### src/rtl/ads5281_pll.sv
// ads5281_pll
//
// Clock generator for the ADS5281 serial-link model. It divides the
// reference clock inclk0 into three 50 %-duty clocks that are aligned in
// phase:
//   c0 : sample/frame clock, inclk0 / C0_DIV
//   c1 : DDR bit-pair clock (LCLK), inclk0 / C1_DIV
//   c2 : serializer bit clock, inclk0 / C2_DIV
// The block also has a lock flag. It asserts after LOCK_CYCLES non-reset
// edges and stays high until the next reset.
//
// Ports
//   inclk0 : in  : reference clock. All state changes on its rising edge.
//   areset : in  : synchronous, active-high reset.
//   c0     : out : frame clock. It is a register.
//   c1     : out : LCLK. It is a register.
//   c2     : out : bit clock. It is a register.
//   locked : out : lock flag. It is a register.
//
// Parameter constraints:
//   - C0_DIV, C1_DIV and C2_DIV must be even.
//   - C0_DIV must be a multiple of C1_DIV and of C2_DIV.
//   - LOCK_CYCLES must be at least 1.

module ads5281_pll #(
    parameter int C0_DIV      = 24,
    parameter int C1_DIV      = 4,
    parameter int C2_DIV      = 2,
    parameter int LOCK_CYCLES = 48
) (
    input  logic inclk0,
    input  logic areset,
    output logic c0,
    output logic c1,
    output logic c2,
    output logic locked
);

    localparam int P_W  = (C0_DIV > 2) ? $clog2(C0_DIV) : 1;
    localparam int Q1_W = (C1_DIV > 2) ? $clog2(C1_DIV) : 1;
    localparam int Q2_W = (C2_DIV > 2) ? $clog2(C2_DIV) : 1;
    localparam int L_W  = $clog2(LOCK_CYCLES + 1);

    localparam logic [P_W-1:0]  P_LAST  = P_W'(C0_DIV - 1);
    localparam logic [P_W-1:0]  P_HALF  = P_W'(C0_DIV / 2);
    localparam logic [Q1_W-1:0] Q1_LAST = Q1_W'(C1_DIV - 1);
    localparam logic [Q1_W-1:0] Q1_HALF = Q1_W'(C1_DIV / 2);
    localparam logic [Q2_W-1:0] Q2_LAST = Q2_W'(C2_DIV - 1);
    localparam logic [Q2_W-1:0] Q2_HALF = Q2_W'(C2_DIV / 2);
    localparam logic [L_W-1:0]  L_MAX   = L_W'(LOCK_CYCLES);
    localparam logic [L_W-1:0]  L_PRE   = L_W'(LOCK_CYCLES - 1);

    // r_p is the frame phase. r_q1 and r_q2 hold p mod C1_DIV and
    // p mod C2_DIV. They are kept as separate counters so no divider is needed.
    logic [P_W-1:0]  r_p;
    logic [Q1_W-1:0] r_q1;
    logic [Q2_W-1:0] r_q2;
    logic [L_W-1:0]  r_lock_cnt;
    logic            r_c0;
    logic            r_c1;
    logic            r_c2;
    logic            r_locked;

    logic w_p_wrap;
    logic w_q1_wrap;
    logic w_q2_wrap;

    assign w_p_wrap  = (r_p  == P_LAST);
    assign w_q1_wrap = (r_q1 == Q1_LAST);
    assign w_q2_wrap = (r_q2 == Q2_LAST);

    always_ff @(posedge inclk0) begin
        if (areset) begin
            r_p        <= '0;
            r_q1       <= '0;
            r_q2       <= '0;
            r_c0       <= 1'b0;
            r_c1       <= 1'b0;
            r_c2       <= 1'b0;
            r_lock_cnt <= '0;
            r_locked   <= 1'b0;
        end else begin
            r_c0 <= (r_p  < P_HALF);
            r_c1 <= (r_q1 < Q1_HALF);
            r_c2 <= (r_q2 < Q2_HALF);

            r_p  <= w_p_wrap ? '0 : r_p + 1'b1;
            // The sub-counters also restart on the frame wrap. Every frame
            // therefore begins with all three clocks rising together.
            r_q1 <= (w_p_wrap || w_q1_wrap) ? '0 : r_q1 + 1'b1;
            r_q2 <= (w_p_wrap || w_q2_wrap) ? '0 : r_q2 + 1'b1;

            // The lock counter saturates at LOCK_CYCLES. locked is set on the
            // edge where the counter reaches that value, and then holds.
            if (r_lock_cnt != L_MAX) begin
                r_lock_cnt <= r_lock_cnt + 1'b1;
            end
            if (r_lock_cnt == L_PRE) begin
                r_locked <= 1'b1;
            end
        end
    end

    assign c0     = r_c0;
    assign c1     = r_c1;
    assign c2     = r_c2;
    assign locked = r_locked;

endmodule

### config.mk
export PLATFORM = sky130hd
export DESIGN_NAME = ads5281_pll
export DESIGN_NICKNAME = d
export VERILOG_FILES = /design/src/rtl/ads5281_pll.sv
export SDC_FILE = /design/constraint.sdc
export NUM_CORES = 1
export LEC_CHECK = 0
export ABC_CLOCK_PERIOD_IN_PS = 1700
export BUFFER_PORTS_ARGS = -buffer_cell sky130_fd_sc_hd__buf_2
export CAP_MARGIN = 10
export CORE_ASPECT_RATIO = 0.8
export CORE_MARGIN = 5
export CORE_UTILIZATION = 35
export DETAILED_ROUTE_END_ITERATION = 8
export GPL_TIMING_DRIVEN = 0
export HOLD_SLACK_MARGIN = 0.12
export PLACE_DENSITY = 0.54
export SLEW_MARGIN = 20
export SYNTH_ARGS = -nofsm -noshare
export SYNTH_HDL_FRONTEND = slang
export SYNTH_SLANG_ARGS = --single-unit
### constraint.sdc
create_clock -name inclk0 -period 1.7 [get_ports inclk0]
set_input_delay 0.255 -clock inclk0 [delete_from_list [all_inputs] [get_ports inclk0]]
set_output_delay 0.255 -clock inclk0 [all_outputs]
set_load 0.01 [all_outputs]
---- Word-level counts from Yosys, hierarchy flattened ----
Cells that the tools add are included.
storage, ports and cells
  word-level logic and storage cells ...... 24
  register bits ........................... 18
  bits of input ports ..................... 2
  output and inout port bits .............. 4
operators by class
  magnitude comparators ................... 3
  $add $sub $neg .......................... 4
  reductions and logical operators ........ 5
  equal/unequal tests ..................... 4
operators by type and width
  operator                                                                      number
  6-bit by 1-bit adder with 6-bit output, second input constant                 1
  6-bit equality test, second input constant                                    1
  6-bit != test, second input constant                                          1
  2-bit OR reduction                                                            3
  5-bit by 1-bit adder with 5-bit output, second input constant                 1
  5-bit equality test, second input constant                                    1
  5-bit by 4-bit less-than comparator with 1-bit output, second input constant  1
  2-bit by 1-bit adder with 2-bit output, second input constant                 1
  2-bit equality test, second input constant                                    1
  1-bit logical OR                                                              2
  2-bit less-than comparator, second input constant                             1
  1-bit adder, second input constant                                            1
  1-bit less-than comparator, second input constant                             1

---- Longest topological paths before layout ----
  word-level depth ........................ 3
  mapped depth ............................ 4
  gate-level depth less buffers ........... 4

---- Worst setup path before layout ----
No wires, ideal clock.
  path type ............................... reg-to-reg
  start point ............................. register r_lock_cnt[0]
  end point ............................... register r_lock_cnt[0]
  buffers on the path ..................... 0
  cell stages (with the launch flop) ...... 5
  clock period less this slack ............ 1,192 ps
  library setup time ...................... 121 ps
  slack ................................... 508 ps
  required time ........................... 1,579 ps
  arrival time ............................ 1,070 ps
  path through ............................ dfxtp_1 > inv_1 > ha_1 > and4_4 > mux2_4
between the ends
  longest elaborated chain between the ends .. 1
ends and longest elaborated chain
  element                                                                         RTL line  text
  start, declared                                                                 58        logic [L_W-1:0] r_lock_cnt;
  start signal, assigned                                                          96        r_lock_cnt <= r_lock_cnt + 1'b1;
  6-bit by 1-bit adder with 6-bit output / 6-bit != test (equally long branches)  96, 95
Parallel ways exist; a longest one is shown, timed or not.
A chain may end at the register's enable or synchronous reset.

---- Final worst setup path ----
Same ends and word-level chain as after synthesis.

==> metrics.cfg <==
[synth]
syn-num-nets=74
syn_area_sq_um=682
ys_warn_count=0
ys_top_cells_by_area=dfxtp_1, ha_1, nor2_1
synth_seq_cells=18
netlist.area_leader.share_pct=52.8
synth_largest_area_cell=dfxtp_1
yosysSeqAreaShare_pct=52.8
async_reset_ff_share_pct=0
synth_flop_cell=dfxtp_1
avgSynthCellArea_sq_um=10.0
synth-edff-count=0
synth_cell_types=22
synthCells=68

[hold_path]
min_to=r_lock_cnt[1]$_SDFFE_PP0P_
holdCritPathClass=in2reg
hold_depth=3
min_from=areset

[floorplanning]
die-area_sq_mm=0.00294
fp.dieW_microns=59.4
dieHeight_microns=49.5
start_util_pct=36.4
row_count=14
core_area_sq_mm=0.00187
num_io_pins=6

[detailed_routing]
routedWlPerCell_microns=9.99
route.detailed.drc=0
vias=449
drt_iter0_markers=14
routed_via_density=4.49
firstDrtPassIters=4
detail-route-antenna-nets=0
wirelength_microns=999

[sta]
worst_pin_slew_ns=0.209
final_max_slew_viol_count=0
post-route-period-util_pct=75.1
finalClockSkew_ns=0.00457
fin_crit_ns=1.28
rsz0062_at_grt=no
tns_ns=0
setup_violations=0
relSlewSlack_pct=86.1
max_freq_mhz=784
finalHoldViolCount=0
fin_ws_ns=0.424

[placement]
dp_hpwl_microns=741
globalplace.congestion=0.653
dp_slack_ns=0.431
io_buffers=5

[clocking]
cts_tree=yes
clkTransAtPathRegs_ns=0.09
cts_made_buffers=3
cts_resized=0
clock_latency_ns=0.28
cts_root_buffer=clkbuf_4
clock_path_buffers=2
holdBufCountCts=0
htree_levels=1
cts.sinks=18
post_cts_buffers=0

[cells_and_area]
drive_gt1_share_pct=17.1
n_fill_cell=185
utilization_pct=40.5
layout.nets=84
final_common_cell=dfxtp_1
multiInputGateArea_sq_um=302
final_cell_mix=dfxtp_1, nor2_1, buf_2
diodes=0
register_area_sq_um=360
area_delta_synth_final_pct=11.4

[worst_setup_path]
arrival_ns=1.46
crit_path_end_kind=flop
regToRegSetupSlack_ns=0.42
slowest_delay_ns=0.42
cp_slowest_cell=dfxtp_1
timing.rr.start=r_lock_cnt[0]$_SDFFE_PP0P_
worstRegToRegCells=4
cp_cell_sequence=inv_1 -> ha_1 -> and4_4 -> mux2_4
cp.required_ns=1.88
r2r-end=r_lock_cnt[0]$_SDFFE_PP0P_
crit_buf_inv=1
start_kind=flop
worst-setup-path-type=reg2reg
crit_fanout=5
crit_family=flip-flops

[power]
powerDensity_mw_per_mm2=953
vdd_drop_max_mv=0.435
power_leakage_nw=0.307

[grt]
grt-ovfl-total=0
grt_pass1_wl_mm=1.77
grt_use_total_pct=8.10
grt_pass1_vias=405
grt_max_degree=11
antenna_found_initial=0

[outcome]
status=finished clean

[run]
drv_cap=0

layer usage:
layer / global-route usage (%) / vias up / wire length (microns)
li1: - / 245 / -
met1: 9.84 / 199 / 509
met2: 11.5 / 3 / 443
met3: 4.70 / 2 / 33
met4: 3.40 / 0 / 12
met5: 0 / - / 0
Yosys cell counts, types with 2 or more instances:
master / instances
nor3_1: 2
nand2b_1: 2
nand2_1: 2
nor2_1: 12
inv_1: 4
xnor2_1: 3
or3_1: 2
nor3b_1: 2
dfxtp_1: 18
xor2_1: 2
a21oi_1: 2
nand3_1: 4
ha_1: 4
registers in the layout, indices dropped and copies added (netlist names):
signal,cells
c1,1
locked,1
r_q1,2
r_p,5
r_q2,1
c2,1
c0,1
r_lock_cnt,6
area by class of cell:
class	count	area share, %
Clock buffer	3	2.97
Buffer	1	0.659
Tap cell	24	3.95
Sequential cell	18	47.4
Multi-Input combinational cell	45	39.7
Timing Repair Buffer	5	3.29
Inverter	4	1.98
power by group:
| group | internal [mW] | total (mW) | switching [mW] |
|---|---|---|---|
| clock network | 0.0821 | 0.198 | 0.116 |
| logic | 0.0300 | 0.0590 | 0.0290 |
| registers | 0.448 | 0.467 | 0.0190 |
cells by family after synthesis:
kind of cell             Yosys count  share of synthesized area [%]
flip-flops                        18                           52.8
adder cells (fa/ha/maj)            4                           7.34
multiplexers                       2                           3.67
XOR/XNOR                           5                           6.42
AO/OA/AOI/OAI                      6                           6.24
buffers and inverters              5                           2.93
AND/OR/NAND/NOR                   28                           20.5
worst reg2reg max path, delay by kind of cell (launching register included):
kind / cells / cell delay, ns
flip-flops: 1 / 0.42
multiplexers: 1 / 0.29
AND/OR/NAND/NOR: 1 / 0.19
adder cells (fa/ha/maj): 1 / 0.20
buffers and inverters: 1 / 0.08
metrics by stage:
stage               hold WS (ns)  area (sq um)  total power [mW]  cells
detailed placement         0.402           737             0.538     97
global placement           0.402           737             0.535     97
global route               0.321           759             0.773    100
floorplan                  0.389           682             0.518     68
finish                     0.304           759             0.724    100
CTS                        0.295           759             0.743    100
how the worst max path moves through the flow:
stage / startpoint / end / cells after the start
6_report: r_lock_cnt[0]$_SDFFE_PP0P_ / r_lock_cnt[0]$_SDFFE_PP0P_ / 4
5_1_grt: r_lock_cnt[0]$_SDFFE_PP0P_ / r_lock_cnt[0]$_SDFFE_PP0P_ / 4
4_1_cts: r_lock_cnt[0]$_SDFFE_PP0P_ / r_lock_cnt[0]$_SDFFE_PP0P_ / 4
3_5_place_dp: r_lock_cnt[0]$_SDFFE_PP0P_ / r_lock_cnt[0]$_SDFFE_PP0P_ / 4
3_3_place_gp: r_lock_cnt[0]$_SDFFE_PP0P_ / r_lock_cnt[0]$_SDFFE_PP0P_ / 4
2_1_floorplan: r_lock_cnt[0]$_SDFFE_PP0P_ / r_lock_cnt[0]$_SDFFE_PP0P_ / 4
(Power assumes the default switching activity.)
